File: config.mk
export PLATFORM = sky130hd
export DESIGN_NAME = norm_issue_sched
export DESIGN_NICKNAME = d
export VERILOG_FILES = /design/src/rtl/norm_issue_sched.sv
export SDC_FILE = /design/constraint.sdc
export NUM_CORES = 1
export LEC_CHECK = 0
export ABC_AREA = 1
export ABC_CLOCK_PERIOD_IN_PS = 2100
export CAP_MARGIN = 10
export CORE_UTILIZATION = 38
export DETAILED_ROUTE_END_ITERATION = 10
export PLACE_DENSITY = 0.77
export SYNTH_ARGS = -nofsm -noshare
export SYNTH_HDL_FRONTEND = slang
export SYNTH_SLANG_ARGS = --single-unit
File: constraint.sdc
create_clock -name clk -period 2.1 [get_ports clk]
set_clock_uncertainty 0.15 [all_clocks]
set_input_delay 0.42 -clock clk [delete_from_list [all_inputs] [get_ports clk]]
set_output_delay 0.42 -clock clk [all_outputs]
set_load 0.05 [all_outputs]
File: src/rtl/norm_issue_sched.sv
// ============================================================================
// Module      : norm_issue_sched
// Description : Issue scheduler for a shared FP32 / dual-lane FP16 normalizer.
//               Pairs FP16 operands and round-robins against FP32 requests.
//               Optional macro NORM_SCHED_TIMEOUT_EN enables the pairing timeout.
// Revision    : 1.0 - initial release
// ============================================================================
`default_nettype none

package norm_issue_sched_pkg;
    typedef enum logic {
        FP32 = 1'b0,
        FP16 = 1'b1
    } fp_fmt_e;
endpackage

module norm_issue_sched
    import norm_issue_sched_pkg::*;
#(
    parameter int TAG_W        = 4,
    parameter int PAIR_TIMEOUT = 7
) (
    input  logic             clk,
    input  logic             rst,

    input  logic             in32_valid,
    output logic             in32_ready,
    input  logic [27:0]      in32_x,
    input  logic [TAG_W-1:0] in32_tag,

    input  logic             in16_valid,
    output logic             in16_ready,
    input  logic [13:0]      in16_x,
    input  logic [TAG_W-1:0] in16_tag,

    input  logic             flush,

    output fp_fmt_e          nrm_fmt,
    output logic [27:0]      nrm_x,
    input  logic [27:0]      nrm_r,
    input  logic [4:0]       nrm_cnt_h,
    input  logic [4:0]       nrm_cnt_l,

    output logic             res_valid,
    input  logic             res_ready,
    output fp_fmt_e          res_fmt,
    output logic [27:0]      res_r,
    output logic [4:0]       res_cnt_h,
    output logic [4:0]       res_cnt_l,
    output logic [TAG_W-1:0] res_tag_h,
    output logic [TAG_W-1:0] res_tag_l,
    output logic             res_lo_vld
);

    localparam logic [7:0] C_PAIR_TIMEOUT = 8'(PAIR_TIMEOUT);

    typedef enum logic [0:0] {
        S_IDLE = 1'b0,
        S_HOLD = 1'b1
    } state_e;

    state_e             r_state;
    logic [13:0]        r_hold_x;
    logic [TAG_W-1:0]   r_hold_tag;
    logic               r_pref16;

    logic               w_issue_ok;
    logic               w_timeout;
    logic               w_c32;
    logic               w_c16;
    logic               w_grant32;
    logic               w_grant16;
    logic               w_paired;
    logic               w_accept16;

    assign w_issue_ok = !res_valid || res_ready;
    assign w_c32      = in32_valid;
    assign w_c16      = (r_state == S_HOLD) && (in16_valid || w_timeout || flush);

    // Contention is resolved in favour of the class that lost the last grant.
    always_comb begin
        w_grant32 = 1'b0;
        w_grant16 = 1'b0;
        if (!rst && w_issue_ok) begin
            if (w_c32 && w_c16) begin
                w_grant16 = r_pref16;
                w_grant32 = !r_pref16;
            end else begin
                w_grant32 = w_c32;
                w_grant16 = w_c16;
            end
        end
    end

    assign w_paired   = w_grant16 && in16_valid;
    assign w_accept16 = !rst && (r_state == S_IDLE) && in16_valid && w_issue_ok;

    assign in32_ready = w_grant32;
    assign in16_ready = (r_state == S_IDLE) ? (!rst && w_issue_ok) : w_grant16;

    always_comb begin
        nrm_fmt = FP32;
        nrm_x   = '0;
        if (w_grant32) begin
            nrm_x = in32_x;
        end else if (w_grant16) begin
            nrm_fmt = FP16;
            nrm_x   = {r_hold_x, (in16_valid ? in16_x : 14'h0)};
        end
    end

`ifdef NORM_SCHED_TIMEOUT_EN
    logic [7:0] r_wait_cnt;

    // Held at zero while idle so the count starts from zero on entry to HOLD.
    always_ff @(posedge clk) begin
        if (rst) begin
            r_wait_cnt <= '0;
        end else if (r_state == S_IDLE) begin
            r_wait_cnt <= '0;
        end else if (!w_grant16 && (r_wait_cnt != C_PAIR_TIMEOUT)) begin
            r_wait_cnt <= r_wait_cnt + 8'd1;
        end
    end

    assign w_timeout = (r_state == S_HOLD) && (r_wait_cnt == C_PAIR_TIMEOUT);
`else
    logic w_unused_timeout;
    assign w_unused_timeout = ^C_PAIR_TIMEOUT;
    assign w_timeout        = 1'b0;
`endif

    always_ff @(posedge clk) begin
        if (rst) begin
            r_state    <= S_IDLE;
            r_hold_x   <= '0;
            r_hold_tag <= '0;
            r_pref16   <= 1'b0;
            res_valid  <= 1'b0;
            res_fmt    <= FP32;
            res_r      <= '0;
            res_cnt_h  <= '0;
            res_cnt_l  <= '0;
            res_tag_h  <= '0;
            res_tag_l  <= '0;
            res_lo_vld <= 1'b0;
        end else begin
            case (r_state)
                S_IDLE: begin
                    if (w_accept16) begin
                        r_state    <= S_HOLD;
                        r_hold_x   <= in16_x;
                        r_hold_tag <= in16_tag;
                    end
                end
                S_HOLD: begin
                    if (w_grant16) begin
                        r_state <= S_IDLE;
                    end
                end
                default: r_state <= S_IDLE;
            endcase

            // A grant overwrites the result register even while it is being drained.
            if (w_grant32 || w_grant16) begin
                r_pref16   <= w_grant32;
                res_valid  <= 1'b1;
                res_fmt    <= nrm_fmt;
                res_r      <= nrm_r;
                res_cnt_h  <= nrm_cnt_h;
                res_cnt_l  <= nrm_cnt_l;
                res_tag_h  <= w_grant32 ? in32_tag : r_hold_tag;
                res_tag_l  <= w_paired ? in16_tag : '0;
                res_lo_vld <= w_paired;
            end else if (res_ready) begin
                res_valid  <= 1'b0;
            end
        end
    end

endmodule

`default_nettype wire

## Word-level counts from Yosys, hierarchy flattened

Index checks and enable logic that the tools add are counted.

- Flip-flop bits (word level): 69
- Latch bits: 0
- Memory bits (writable): 0
- Bits in read-only memories: 0
- Output and inout port bits: 80
- Word-level logic and storage cells: 45
- Memories: 0

- Add/subtract/negate cells: 0
- Multiply operators: 0
- Div/mod/pow operators: 0
- Order comparisons: 0
- Equality and inequality tests: 0
- Shift-type cells: 0
- Mux-type cells: 17
- Bitwise gates (word level): 1
- Reductions and logical operators: 15

Operator list:

| operator | number |
|---|---|
| $mux W28 | 2 |
| $mux W14 | 1 |
| $mux W1 | 11 |
| $mux W4 | 2 |
| $logic_and A1 B1 Y1 | 7 |
| $logic_not A1 Y1 | 3 |
| $logic_or A1 B1 Y1 | 3 |
| $pmux W1 S2 | 1 |
| $reduce_and A2 Y1 | 1 |
| $reduce_bool A2 Y1 | 1 |
| $not A1 Y1 | 1 |

## Depth between registers and ports, before layout

- Depth after elaboration: 7
- Depth in mapped cells: 10
- Mapped depth without buffers: 8

## Worst setup path before layout

OpenSTA, ideal clock, no wires.

- Path kind: reg-to-output
- Start: reg res_valid
- End: out nrm_x[0]
- Data arrival time: 2,242 ps
- Required time: 1,530 ps
- Path slack: -712 ps
- Cell stages (with the launch flop): 6
- Path buffers: 0
- Path through: dfxtp_1 nand2_2 nand2_2 nor2_8 nand2_2 o21ai_0

- Longest elaborated chain between the ends: 6

Ends and longest elaborated chain:

| what | RTL line | RTL |
|---|---|---|
| start: declaration | 44 | `output logic res_valid,` |
| start signal: assignment | 139 | `res_valid <= 1'b0;` |
| start signal: assignment | 167 | `res_valid <= 1'b1;` |
| start signal: assignment | 176 | `res_valid <= 1'b0;` |
| $logic_not A1 Y1 * | 76 | `assign w_issue_ok = !res_valid \|\| res_ready;` |
| $logic_or A1 B1 Y1 * | 76 |  |
| $logic_and A1 B1 Y1 * | 84 | `if (!rst && w_issue_ok) begin` |
| $mux W1 | 84 |  |
| $mux W28 | 106 | `end else if (w_grant16) begin` |
| $mux W28 * | 104 | `if (w_grant32) begin` |
| end: declaration | 39 | `output logic [27:0] nrm_x,` |

Every way passes the cells marked *; elsewhere a longest branch is shown, timed or not.

## Worst setup path in the final report

- Start: in res_ready
- End: out nrm_x[27]

- Longest elaborated chain between the ends: 5

Ends and longest elaborated chain:

| what | RTL line | RTL |
|---|---|---|
| start: declaration | 45 | `input logic res_ready,` |
| $logic_or A1 B1 Y1 * | 76 |  |
| $logic_and A1 B1 Y1 * | 84 |  |
| $mux W1 | 84 |  |
| $mux W28 | 106 |  |
| $mux W28 * | 104 |  |

Marked as above.

==> results.py <==
metrics = {
    "status": {
        "outcome": "finished, violations left",
        "failed_checks": "setup timing",
    },
    "synth": {
        "syn-cell-area_mm2": 0.00304,
        "ys_types": 24,
        "synth-seq-area-share_pct": 45.4,
        "ys_seq_elements": 69,
        "synth_nets": 503,
        "yosysWarnings": 0,
        "synth_cells": 409,
        "synth_area_per_cell_um2": 7.43,
    },
    "timing": {
        "finalCritPeriodShare_pct": 108,
        "setup_viol": 30,
        "hold_viol": 0,
        "fmax_mhz": 439,
        "fin_ws_ns": -0.177,
        "setup_tns_ns": -4.43,
        "rsz0062_at_grt": "yes",
        "slew_headroom_pct": 59.5,
        "min_period_ns": 2.28,
        "drv_slew": 0,
        "worstMarginPinSlew_ns": 0.608,
    },
    "cts": {
        "cts_tree": "yes",
        "cts_sinks": 69,
        "root_buffer": "clkbuf_8",
        "clk_latency_ns": 0.34,
        "cts.htree.levels": 3,
        "path_clk_slew_ns": 0.08,
        "clockBufferDepth": 2,
        "cts_hold_buf": 0,
        "cts_buffers": 9,
    },
    "detailed_routing": {
        "first_pass_iters": 4,
        "drc_errors": 0,
        "wl_per_cell_um": 17.1,
        "ant_nets": 0,
        "vias": 3696,
        "drtIter0Drc": 73,
        "wirelength_um": 12100,
        "vias_per_cell": 5.21,
    },
    "finish": {
        "multi_input_area_mm2": 0.00182,
        "stdcell_count": 710,
        "fillers": 462,
        "n_antenna_cell": 0,
        "final_layout_size_suffix_gt1_share_pct": 28.3,
        "seqCellArea_mm2": 0.00139,
        "fin_util_pct": 81.5,
        "area_growth_pct": 107,
        "fin_nets": 697,
    },
    "power_and_ir_drop": {
        "irDropWorstVdd_mv": 0.507,
        "power_frac_comb_pct": 33.1,
        "p_int_mw": 2.72,
        "p_seq_share_pct": 35.8,
        "p_leak_nw": 2.87,
        "switching_share_pct": 33.2,
        "p_clk_share_pct": 31.1,
        "power_density_mw_per_mm2": 647,
        "p_sw_mw": 1.35,
    },
    "floorplanning": {
        "core_mm2": 0.00773,
        "io_pins": 174,
        "die_area_mm2": 0.00836,
        "start_util_pct": 39.3,
        "dieWidth_um": 91.5,
        "num_rows": 32,
        "die_h_um": 91.5,
    },
    "placement": {
        "pre_cts_slack_ns": -0.418,
        "dpl.cell_count": 674,
        "dp_hpwl_um": 7560,
        "gp_congestion": 0.811,
        "numPortBuffers": 173,
    },
    "critical_path": {
        "startpoint_type": "input port",
        "worst-setup-path-type": "input port to primary output",
        "crit_required_ns": 1.53,
        "worstPathArrival_ns": 1.71,
        "endpoint_kind": "primary output",
        "critPathMaxFanout": 6,
    },
    "run": {
        "cap_violations": 0,
    },
    "min_path": {
        "hp-class": "flop to flop",
    },
    "grt": {
        "grt_max_degree": 47,
        "grt_use_total_pct": 27.3,
        "antenna_found_initial": 0,
        "grt_pass1_vias": 3649,
        "overflow": 0,
        "grt_pass1_wl_um": 18000,
    },
}
-- synthesized netlist by cell type, drive strengths merged --
| library cell | count | area (um2) |
|---|---|---|
| buf | 21 | 154 |
| clkbuf | 9 | 35.0 |
| dfxtp | 69 | 1380 |
| nand4 | 8 | 50.1 |
| nand2 | 62 | 243 |
| nand3 | 16 | 97.6 |
| a21oi | 28 | 155 |
| nor2 | 42 | 190 |
| nor3 | 38 | 190 |
| inv | 31 | 119 |
| o21ai | 85 | 425 |
-- layer usage --
metal	GRT usage [%]	vias to the layer above	wire length, um
met5	0	-	0
met1	30.6	1768	4670
met4	8.47	0	298
met3	8.21	24	837
li1	-	1758	-
met2	49.1	146	6310
-- metrics by stage --
stage	total power, mW	hold WS (ns)	area (um2)
floorplan	2.19	0.274	3360
global placement	2.71	0.285	5510
detailed placement	2.73	0.288	5510
CTS	4.03	0.300	6060
global route	4.22	0.319	6300
finish	4.08	0.303	6300
-- worst paths after layout --
check	startpoint	endpoint	slack [ns]	cells past startpoint
max	res_ready	nrm_x[27]	-0.18	12
min	r_hold_tag[3]$_SDFFE_PP0P_	r_hold_tag[3]$_SDFFE_PP0P_	0.30	2
max reg2reg	res_valid$_SDFFE_PP0P_	res_r[2]$_SDFFE_PP0P_	0.11	9
min reg2reg	r_hold_tag[3]$_SDFFE_PP0P_	r_hold_tag[3]$_SDFFE_PP0P_	0.30	2
-- area by class of cell --
type | instances | area share [%]
Clock buffer | 11 | 2.40
Clock inverter | 5 | 1.29
Inverter | 31 | 2.13
Multi-Input combinational cell | 279 | 28.9
Sequential cell | 69 | 22.1
Tap cell | 102 | 2.03
Timing Repair Buffer | 213 | 41.2
-- power groups by stage --
stage | logic (mW) | registers (mW) | clock network (mW)
floorplan | 0.463 | 1.73 | 0
global placement | 1.22 | 1.49 | 0
detailed placement | 1.24 | 1.49 | 0
CTS | 1.30 | 1.46 | 1.27
global route | 1.42 | 1.47 | 1.34
finish | 1.35 | 1.46 | 1.27
-- state kept, by name, summed over array words and instances, names as in the netlist, 4 cells and up --
signal      cells
res_r          28
r_hold_x       14
res_cnt_h       5
res_cnt_l       5
r_hold_tag      4
res_tag_h       4
res_tag_l       4
-- logic make-up after synthesis --
kind of cell / after synthesis / synth area share, %
buffers and inverters: 61 / 10.1
AND/OR/NAND/NOR: 166 / 25.3
AO/OA/AOI/OAI: 113 / 19.1
flip-flops: 69 / 45.4
-- layout by cell type (no fill, tap or decap), types with 2 or more instances in the layout --
cell type | synthesis | routed
a21oi_1 | 26 | 26
buf_12 | 0 | 40
buf_16 | 0 | 2
buf_4 | 5 | 34
bufinv_16 | 0 | 2
clkbuf_16 | 0 | 3
clkbuf_8 | 0 | 11
clkdlybuf4s15_1 | 0 | 2
clkdlybuf4s50_1 | 0 | 103
dfxtp_1 | 69 | 67
dfxtp_4 | 0 | 2
dlygate4sd2_1 | 0 | 3
dlymetal6s2s_1 | 0 | 25
inv_1 | 27 | 24
inv_2 | 3 | 4
inv_4 | 1 | 2
nand2_1 | 58 | 30
nand2_2 | 4 | 19
nand2_4 | 0 | 12
nand3_1 | 14 | 14
nand4_1 | 8 | 8
nor2_1 | 40 | 40
nor2_8 | 2 | 2
nor3_1 | 38 | 38
o21ai_0 | 26 | 22
o21ai_1 | 59 | 34
o21ai_4 | 0 | 29
-- worst max-delay path: stages --
cell	delay, ns
dlygate4sd2_1	0.24
inv_2	0.08
nand2_4	0.06
buf_4	0.14
nand3_4	0.07
inv_4	0.04
nand2_4	0.09
clkinv_8	0.09
buf_12	0.15
nand2_1	0.09
o21ai_4	0.08
buf_12	0.15
-- timing repair --
item / CTS / global route
gates resized for setup: 44 / 57
gates cloned: 3 / 3
buffers inserted: 12 / 3
endpoints found under the setup margin: 64 / 56
pin swaps: 8 / 7
No activity file was read; power rests on OpenSTA's default activity.
